--- src/rtl/seq_bit_source_pkg.sv ---
// Shared definitions for the sequence-detector front end: FSM encoding and
// the common bit-rate / debounce defaults used by every stage.
package seq_bit_source_pkg;

    localparam logic [1:0] ST_IDLE  = 2'd0;
    localparam logic [1:0] ST_SHIFT = 2'd1;
    localparam logic [1:0] ST_DONE  = 2'd2;

    localparam int DEF_DIV    = 50_000_000;
    localparam int DEF_DB_CYC = 1_000_000;

    typedef enum logic [1:0] {
        S_IDLE  = ST_IDLE,
        S_SHIFT = ST_SHIFT,
        S_DONE  = ST_DONE
    } state_t;

endpackage

--- src/rtl/seq_bit_source_btn_debounce.sv ---
// Button conditioner: 2-FF synchronizer, stability counter and a registered
// one-cycle pulse on each accepted rising edge of the debounced level.
module btn_debounce
    import seq_bit_source_pkg::*;
#(
    parameter int DB_CYC = DEF_DB_CYC
) (
    input  logic CLK,
    input  logic RST,
    input  logic BTN_IN,
    output logic LVL,
    output logic RISE
);

    localparam int CW = $clog2(DB_CYC + 1);
    localparam logic [CW-1:0] CNT_LAST = CW'(DB_CYC - 1);

    logic          r_s1;
    logic          r_s2;
    logic          r_lvl;
    logic          r_lvl_d;
    logic          r_arm;
    logic          r_rise;
    logic [CW-1:0] r_cnt;

    // The synchronizer comes out of reset at the pressed level and rising
    // edges stay disarmed until a released level is seen, so a button held
    // through reset needs a release before it can load again.
    always_ff @(posedge CLK or posedge RST) begin
        if (RST) begin
            r_s1    <= 1'b1;
            r_s2    <= 1'b1;
            r_lvl   <= 1'b0;
            r_lvl_d <= 1'b0;
            r_arm   <= 1'b0;
            r_rise  <= 1'b0;
            r_cnt   <= '0;
        end else begin
            r_s1    <= BTN_IN;
            r_s2    <= r_s1;
            r_lvl_d <= r_lvl;
            r_rise  <= r_lvl & ~r_lvl_d & r_arm;
            if (!r_s2) begin
                r_arm <= 1'b1;
            end
            if (r_s2 == r_lvl) begin
                r_cnt <= '0;
            end else if (r_cnt == CNT_LAST) begin
                r_lvl <= ~r_lvl;
                r_cnt <= '0;
            end else begin
                r_cnt <= r_cnt + 1'b1;
            end
        end
    end

    assign LVL  = r_lvl;
    assign RISE = r_rise;

endmodule

--- src/rtl/seq_bit_source.sv ---
// Loads a switch pattern on a debounced button press and streams it MSB-first
// onto the detector's X input, one bit per DIV cycles with a per-bit strobe.
module seq_bit_source
    import seq_bit_source_pkg::*;
#(
    parameter int WIDTH  = 6,
    parameter int DIV    = DEF_DIV,
    parameter int DB_CYC = DEF_DB_CYC
) (
    input  logic             CLK,
    input  logic             RST,
    input  logic [WIDTH-1:0] SW,
    input  logic             LD_BTN,
    output logic             X,
    output logic             X_VLD,
    output logic             BUSY,
    output logic             DONE
);

    localparam int PW = $clog2(DIV);
    localparam int IW = $clog2(WIDTH);
    localparam logic [PW-1:0] PRE_LAST = PW'(DIV - 1);
    localparam logic [IW-1:0] IDX_TOP  = IW'(WIDTH - 1);

    logic             w_ldp;
    logic             w_unused_lvl;

    state_t           r_state, w_state_nx;
    logic [WIDTH-1:0] r_sh, w_sh_nx;
    logic [IW-1:0]    r_idx, w_idx_nx;
    logic [PW-1:0]    r_pre, w_pre_nx;
    logic             r_x, w_x_nx;
    logic             r_vld, w_vld_nx;
    logic             r_busy, w_busy_nx;
    logic             r_done, w_done_nx;

    btn_debounce #(
        .DB_CYC (DB_CYC)
    ) u_ld_db (
        .CLK    (CLK),
        .RST    (RST),
        .BTN_IN (LD_BTN),
        .LVL    (w_unused_lvl),
        .RISE   (w_ldp)
    );

    always_ff @(posedge CLK or posedge RST) begin
        if (RST) begin
            r_state <= S_IDLE;
            r_sh    <= '0;
            r_idx   <= '0;
            r_pre   <= '0;
            r_x     <= 1'b0;
            r_vld   <= 1'b0;
            r_busy  <= 1'b0;
            r_done  <= 1'b0;
        end else begin
            r_state <= w_state_nx;
            r_sh    <= w_sh_nx;
            r_idx   <= w_idx_nx;
            r_pre   <= w_pre_nx;
            r_x     <= w_x_nx;
            r_vld   <= w_vld_nx;
            r_busy  <= w_busy_nx;
            r_done  <= w_done_nx;
        end
    end

    // Outputs are computed one cycle ahead so X/X_VLD/BUSY/DONE leave flops.
    always_comb begin
        w_state_nx = r_state;
        w_sh_nx    = r_sh;
        w_idx_nx   = r_idx;
        w_pre_nx   = r_pre;
        w_x_nx     = r_x;
        w_vld_nx   = 1'b0;
        w_busy_nx  = r_busy;
        w_done_nx  = r_done;
        case (r_state)
            S_IDLE, S_DONE: begin
                if (w_ldp) begin
                    w_state_nx = S_SHIFT;
                    w_sh_nx    = SW;
                    w_idx_nx   = IDX_TOP;
                    w_pre_nx   = '0;
                    w_x_nx     = SW[WIDTH-1];
                    w_vld_nx   = 1'b1;
                    w_busy_nx  = 1'b1;
                    w_done_nx  = 1'b0;
                end
            end
            S_SHIFT: begin
                if (r_pre == PRE_LAST) begin
                    w_pre_nx = '0;
                    if (r_idx == '0) begin
                        w_state_nx = S_DONE;
                        w_x_nx     = 1'b0;
                        w_busy_nx  = 1'b0;
                        w_done_nx  = 1'b1;
                    end else begin
                        w_sh_nx  = r_sh << 1;
                        w_idx_nx = r_idx - 1'b1;
                        w_x_nx   = r_sh[WIDTH-2];
                        w_vld_nx = 1'b1;
                    end
                end else begin
                    w_pre_nx = r_pre + 1'b1;
                end
            end
            default: begin
                w_state_nx = S_IDLE;
            end
        endcase
    end

    assign X     = r_x;
    assign X_VLD = r_vld;
    assign BUSY  = r_busy;
    assign DONE  = r_done;

endmodule

--- config.mk ---
export PLATFORM = sky130hd
export DESIGN_NAME = seq_bit_source
export DESIGN_NICKNAME = d
export VERILOG_FILES = /design/src/rtl/seq_bit_source_pkg.sv /design/src/rtl/seq_bit_source_btn_debounce.sv /design/src/rtl/seq_bit_source.sv
export SDC_FILE = /design/constraint.sdc
export NUM_CORES = 1
export LEC_CHECK = 0
export CAP_MARGIN = 20
export CORE_MARGIN = 3
export CORE_UTILIZATION = 54
export CTS_BUF_LIST = sky130_fd_sc_hd__clkbuf_8 sky130_fd_sc_hd__clkbuf_16
export CTS_CLUSTER_SIZE = 14
export DETAILED_ROUTE_END_ITERATION = 16
export GPL_ROUTABILITY_DRIVEN = 1
export GPL_TIMING_DRIVEN = 0
export PLACE_DENSITY = 0.84
export SYNTH_ARGS = -nofsm -noshare
export SYNTH_HDL_FRONTEND = slang
export SYNTH_SLANG_ARGS = --single-unit
--- constraint.sdc ---
create_clock -name CLK -period 2.65 [get_ports CLK]
set_clock_uncertainty 0.05 [all_clocks]
set_input_delay 0.53 -clock CLK [delete_from_list [all_inputs] [get_ports CLK]]
set_output_delay 0.53 -clock CLK [all_outputs]
set_load 0.05 [all_outputs]
==> results of run 1 <==
==> worst max-delay path, cell delays in order (launching register included) <==
cell,delay [ns]
dfrtp_1,0.39
ha_1,0.22
nand3_1,0.15
or2_2,0.34
or3_1,0.41
nand2_1,0.31
buf_2,0.29
nor2_1,0.07
==> synthesized netlist by cell type (3+ instances only) <==
master,count,area (sq um)
a21oi_1,15,75.1
nor3_1,12,60.1
inv_1,15,56.3
a41oi_1,4,35.0
nand3_1,26,130
dfrtp_1,64,1600
mux2i_1,3,30.0
and3_1,7,43.8
clkbuf_1,6,22.5
xnor2_1,5,43.8
a31oi_1,10,62.6
xor2_1,13,114
ha_1,4,50.1
o21ai_0,16,80.1
nor2_1,27,101
nand2_1,29,109
or3_1,8,50.1
nand2b_1,8,50.1
mux2_2,10,113
nand4_1,10,62.6
==> report_power, final <==
group | leakage [nW] | internal (W) | switching (W)
clock network | 0.105 | 0.000433 | 0.000399
registers | 0.897 | 0.00101 | 0.00000467
logic | 0.630 | 0.0000203 | 0.0000302
==> cell type report <==
cell class | count | area [sq um]
Buffer | 10 | 53.8
Clock buffer | 9 | 124
Clock inverter | 7 | 70.1
Fill cell | 433 | 1970
Inverter | 15 | 56.3
Multi-Input combinational cell | 241 | 1550
Sequential cell | 66 | 1650
Tap cell | 72 | 90.1
Timing Repair Buffer | 13 | 140
==> cell families after synthesis <==
family	Yosys count
adder cells (fa/ha/maj)	4
AO/OA/AOI/OAI	59
XOR/XNOR	18
AND/OR/NAND/NOR	147
buffers and inverters	25
multiplexers	13
flip-flops	66
==> timing repair <==
action,4_1_cts,5_1_grt
buffers inserted,0,0
setup endpoints to repair,0,17
gates resized for setup,0,1
==> state kept, by name, summed over array words and instances (netlist names), 2 cells and up <==
signal	count
r_sh	5
r_idx	3
r_pre	26
u_ld_db.r_cnt	20
r_state	2
==> layer usage <==
metal,vias to the layer above,GRT usage (%)
li1,1242,-
met1,1272,26.8
met2,91,32.4
met3,19,7.56
met4,0,8.04
met5,-,0
==> stage by stage <==
| step | std cells | TNS, ns | hold WS (ns) | util (%) |
|---|---|---|---|---|
| floorplan | 332 | 0 | 0.295 | - |
| global placement | 416 | -41.97 | 0.297 | 61.6 |
| detailed placement | 417 | 0 | 0.302 | 62.0 |
| CTS | 433 | 0 | 0.313 | 65.4 |
| global route | 433 | 0 | 0.322 | 65.5 |
| finish | 433 | 0 | 0.312 | 65.5 |
==> how the worst max path moves through the flow <==
stage	startpoint	end	slack (ns)	depth (start not counted)
2_1_floorplan	RST	BUSY	0.42	1
3_3_place_gp	RST	r_pre[17]	-0.66	2
3_5_place_dp	r_pre[0]	r_sh[1]	0.21	6
4_1_cts	r_pre[0]	r_sh[1]	0.19	6
5_1_grt	u_ld_db.r_cnt[0]	u_ld_db.r_cnt[15]	0.14	7
6_report	u_ld_db.r_cnt[0]	u_ld_db.r_cnt[12]	0.30	7
==> cell usage in the layout, fill, tap and decap left out, types with 2 or more instances in the layout <==
master,n
a211o_1,2
a21oi_1,15
a22o_1,2
a31oi_1,10
a41oi_1,4
and3_1,7
and4_1,2
buf_4,2
clkbuf_1,6
clkbuf_8,9
clkdlybuf4s50_1,12
clkinv_2,2
clkinv_4,2
dfrtp_1,64
dfstp_2,2
ha_1,4
inv_1,15
mux2_2,10
mux2i_1,3
nand2_1,29
nand2b_1,8
nand3_1,26
nand4_1,10
nor2_1,27
nor3_1,11
nor4_1,2
nor4_2,2
nor4_4,2
o211ai_1,2
o21ai_0,16
o2bb2ai_1,2
or2_2,2
or3_1,8
or4_1,2
xnor2_1,5
xor2_1,13
==> flow_metrics.tcl, run 1 <==
set metrics [dict create \
    grt-ovfl-total 0 \
    initial_core_util_pct 57.9 \
    synthArstFlopShare_pct 100 \
    dpl.hpwl_um 4580 \
    synth_xor_area_share_pct 4.77 \
    ys_ff_latch 66 \
    whs_endpoint "u_ld_db.r_s2" \
    post_drt_wl_per_cell_um 15.4 \
    grt_util_all_layers_pct 20.9 \
    synthMuxAreaShare_pct 4.31 \
    dp_slack_ns 0.210 \
    core_sq_um 5710 \
    finalHoldViolCount 0 \
    final_area_sq_um 3740 \
    holdPathStages 0 \
    via_count 2624 \
    grt_pass1_wl_um 11800 \
    fp-row-count 27 \
    synthAdderAreaFrac_pct 1.51 \
    dr_wl_met3_um 395 \
    crit_type "register to register" \
    powerDensity_nw_per_um2 509 \
    die_h_um 84.3 \
    startpoint_type "register" \
    worstHoldStart "u_ld_db.r_s1" \
    syn_nets 345 \
    cts_hold_buffers 0 \
    critPathCaptureType "register" \
    reg2regPathDepth 7 \
    drv_cap 0 \
    synth-simple-area-share_pct 24.8 \
    setup_viol 0 \
    antenna_left 0 \
    worstPathMaxFanout 10 \
    grt_max_degree 41 \
    timing.final.max_slew_violations 0 \
    synthCells 332 \
    drive_above_1_share_pct 13.0 \
    wirelength_met1_um 2970 \
    drt-total-wl_um 6670 \
    clock_latency_ns 0.36 \
    synth_area_per_cell_sq_um 9.96 \
    critical_path_required_ns 2.84 \
    fin_crit_sh_pct 88.8 \
    via_per_inst 6.06 \
    ys_types 48 \
    status "complete, no violations" \
    drtIter0Drc 309 \
    worstReg2RegStart "u_ld_db.r_cnt[0]" \
    synth_edf_count 0 \
    num_io_pins 13 \
    clk_pin_slew_ns 0.07 \
    slew_headroom_pct 36.8 \
    io_buffers 12 \
    tightest_slew_ns 0.940 \
    firstDrtPassIters 5 \
    arrival_ns 2.54 \
    synth_area_sq_um 3310 \
    reg2reg_setup_slack_ns 0.30 \
    n_antenna_cell 0 \
    cts_tree "yes" \
    finalCriticalPeriod_ns 2.35 \
    gp_congestion 0.866 \
    nets 369 \
    r2r-end "u_ld_db.r_cnt[12]" \
    cts_root_buf "clkbuf_8" \
    fmax_mhz 425 \
    die_w_um 84.3 \
    syn2layout_area_growth_pct 13.0 \
    total_power_w 0.00190 \
    dieArea_sq_um 7100 \
    ys.flop_type "dfrtp_1" \
    first_global_vias 2616 \
    numCtsBuffers 9 \
    max-vdd-ir-drop_mv 0.441 \
    hold_path.class "register to register" \
    synth_warnings 0 \
    layout_setup_ws_ns 0.298 \
    dr_wl_met2_um 3160 \
    cts.sinks 66 \
    rsz0062_at_grt "false" \
    placed_cell_area_sq_um 3540 \
    synth_compound_gate_area_share_pct 11.2 \
    synth_top_family_by_area "simple AND/OR/NAND/NOR gates" \
    grt_antenna_before_repair 0 \
    top_layer "met4" \
    p_leak_nw 1.63 \
    drcViolationCount 0 \
    htreeDepth 3 \
    yosysSeqAreaShare_pct 50.0 \
    max-clock-path-buffers 2 \
]
Power figures use the tool's default switching activity.
==> inputs of run 2 (changes only) <==
--- a/config.mk
+++ b/config.mk
@@ -5,6 +5,7 @@
 export SDC_FILE = /design/constraint.sdc
 export NUM_CORES = 1
 export LEC_CHECK = 0
+export ABC_CLOCK_PERIOD_IN_PS = 2650
 export CAP_MARGIN = 20
 export CORE_MARGIN = 3
 export CORE_UTILIZATION = 54
==> results of run 2 <==
No change in the layout: final DEF, timing and power equal those of run 1.
==> inputs of run 3 (changes only) <==
--- a/config.mk
+++ b/config.mk
@@ -7,6 +7,7 @@
 export LEC_CHECK = 0
 export ABC_CLOCK_PERIOD_IN_PS = 2650
 export CAP_MARGIN = 20
+export CORE_ASPECT_RATIO = 1.5
 export CORE_MARGIN = 3
 export CORE_UTILIZATION = 54
 export CTS_BUF_LIST = sky130_fd_sc_hd__clkbuf_8 sky130_fd_sc_hd__clkbuf_16
@@ -14,7 +15,7 @@
 export DETAILED_ROUTE_END_ITERATION = 16
 export GPL_ROUTABILITY_DRIVEN = 1
 export GPL_TIMING_DRIVEN = 0
-export PLACE_DENSITY = 0.84
+export PLACE_DENSITY_LB_ADDON = 0.05
 export SYNTH_ARGS = -nofsm -noshare
 export SYNTH_HDL_FRONTEND = slang
 export SYNTH_SLANG_ARGS = --single-unit
==> run 3 against run 2 <==
  * Utilization decreased by 2.3 points
  * Non-clock buffer count unchanged
  * Flip-flop and latch count is the same
  * Critical path type unchanged
  * Largest power group unchanged
  * Fmax shrank 2.8%
  * Sequential share of layout area up 0.34 points
  * Register-to-register slack worse by 0.07 ns
  * Critical endpoint is now r_idx[1]
  * Critical path depth fell by 1
  * Hold slack barely moved
==> flow_metrics.tcl, run 3 (synthesis results as in run 1) <==
set metrics [dict create \
    grt_util_all_layers_pct 20.9 \
    cts.sinks 66 \
    gp_congestion 0.821 \
    htreeDepth 3 \
    postCtsResizedCells 0 \
    p_sw_w 0.000449 \
    largest_reg_flops 26 \
    drtIter0Drc 104 \
    power.share.clock_pct 41.3 \
    hold_path.class "register to register" \
    power.internal_w 0.00137 \
    power_frac_comb_pct 2.8 \
    drt-total-wl_um 6690 \
    reg_top3 "r_pre x26, u_ld_db.r_cnt x20, r_sh x5" \
    clk_pin_slew_ns 0.08 \
    critical_path_required_ns 2.83 \
    crit_type "register to register" \
    finalCriticalPeriod_ns 2.42 \
    io_buffers 12 \
    layout_common_cells "dfrtp_1, nand2_1, nor2_1" \
    n_antenna_cell 0 \
    dpl.cell_count 417 \
    syn2layout_area_growth_pct 12.1 \
    post_drt_wl_per_cell_um 15.4 \
    grt_max_degree 43 \
    slew_headroom_pct 35.0 \
    cts_hold_buffers 0 \
    grt_antenna_before_repair 0 \
    via_count 2529 \
    arrival_ns 2.60 \
    tightest_slew_ns 0.967 \
    powerDensity_nw_per_um2 491 \
    top_register "r_pre" \
    multiInputGateArea_sq_um 1540 \
    status "complete, no violations" \
    switching_share_pct 24.7 \
    layout.cells.non_filler 433 \
    rsz0062_at_grt "false" \
    die_w_um 69.9 \
    startpoint_type "register" \
    fmax_mhz 413 \
    max-vdd-ir-drop_mv 0.377 \
    drcViolationCount 0 \
    worstPathMaxFanout 8 \
    via_per_inst 5.84 \
    final_common_cell "dfrtp_1" \
    drive_above_1_share_pct 12.7 \
    fillers 503 \
    total_power_w 0.00182 \
    critPathCaptureType "register" \
    layout_setup_ws_ns 0.231 \
    post_cts_buffers 0 \
    timing.final.max_slew_violations 0 \
    nets 369 \
    fp-row-count 34 \
    grt_pass1_wl_um 11700 \
    first_global_vias 2500 \
    regArea_sq_um 1650 \
    cts_tree "yes" \
    numCtsBuffers 9 \
    max-clock-path-buffers 2 \
    dp_slack_ns 0.203 \
    grt-ovfl-total 0 \
    die_h_um 102 \
    firstDrtPassIters 4 \
    initial_core_util_pct 56.4 \
    clock_latency_ns 0.36 \
    core_sq_um 5870 \
    dieArea_sq_um 7120 \
    setup_viol 0 \
    p_leak_nw 1.61 \
    antenna_left 0 \
    num_io_pins 13 \
    cts_root_buf "clkbuf_8" \
    fin_crit_sh_pct 91.3 \
    dpl.hpwl_um 4720 \
    fin_util_pct 63.2 \
    drv_cap 0 \
    pwr-share-seq_pct 55.9 \
    finalHoldViolCount 0 \
]
[run 3: changes by cell type in the layout (fill, tap and decap cells not counted), sizes merged]
cell      change
clkinv        -1
clkinvlp      +2
bufinv        -1
[run 3: through the flow]
step / area (sq um) / hold WS (ns) / setup TNS [ns]
final: 3710 / 0.312 / 0
after global routing: 3710 / 0.321 / 0
after CTS: 3710 / 0.316 / 0
after detailed placement: 3540 / 0.302 / 0
after global placement: 3520 / 0.300 / -44.65
after floorplan: 3310 / 0.295 / 0
[run 3: cell type report]
type / instances / area share, %
tap: 72 / 2.43
inverter: 15 / 1.52
multi-input combinational: 241 / 41.6
sequential: 66 / 44.6
buffer: 10 / 1.45
clock buffer: 9 / 3.34
clock inverter: 7 / 1.25
timing repair buffer: 13 / 3.78
[run 3: power groups by stage]
stage,Sequential (W),Combinational [W],Clock [W]
2_1_floorplan,0.00104,0.0000276,0
3_3_place_gp,0.00104,0.0000477,0
3_5_place_dp,0.00104,0.0000532,0
4_1_cts,0.00102,0.0000534,0.000764
5_1_grt,0.00102,0.0000585,0.000809
6_report,0.00102,0.0000511,0.000750
[run 3: worst max-delay path, cell delays in order, from the launching register on]
cell     delay [ns]
dfrtp_1        0.41
ha_1           0.23
nand3_1        0.24
nor3_1         0.48
nand4_1        0.28
nand2_2        0.25
mux2_2         0.35
[run 3: worst paths after layout]
path,from,endpoint,slack (ns),depth (start not counted)
max reg2reg,r_pre[0],r_idx[1],0.23,6
max,r_pre[0],r_idx[1],0.23,6
min reg2reg,u_ld_db.r_s1,u_ld_db.r_s2,0.31,0
min in group asynchronous,RST,r_idx[0],0.48,2
min,u_ld_db.r_s1,u_ld_db.r_s2,0.31,0
max in group asynchronous,RST,u_ld_db.r_cnt[9],1.46,3
[run 3: metal layers]
metal	vias up	wire, um	track usage (%)
met4	0	176	11.5
met2	37	3480	36.0
met1	1231	2870	24.6
li1	1245	-	-
met5	-	0	0
met3	16	168	4.04
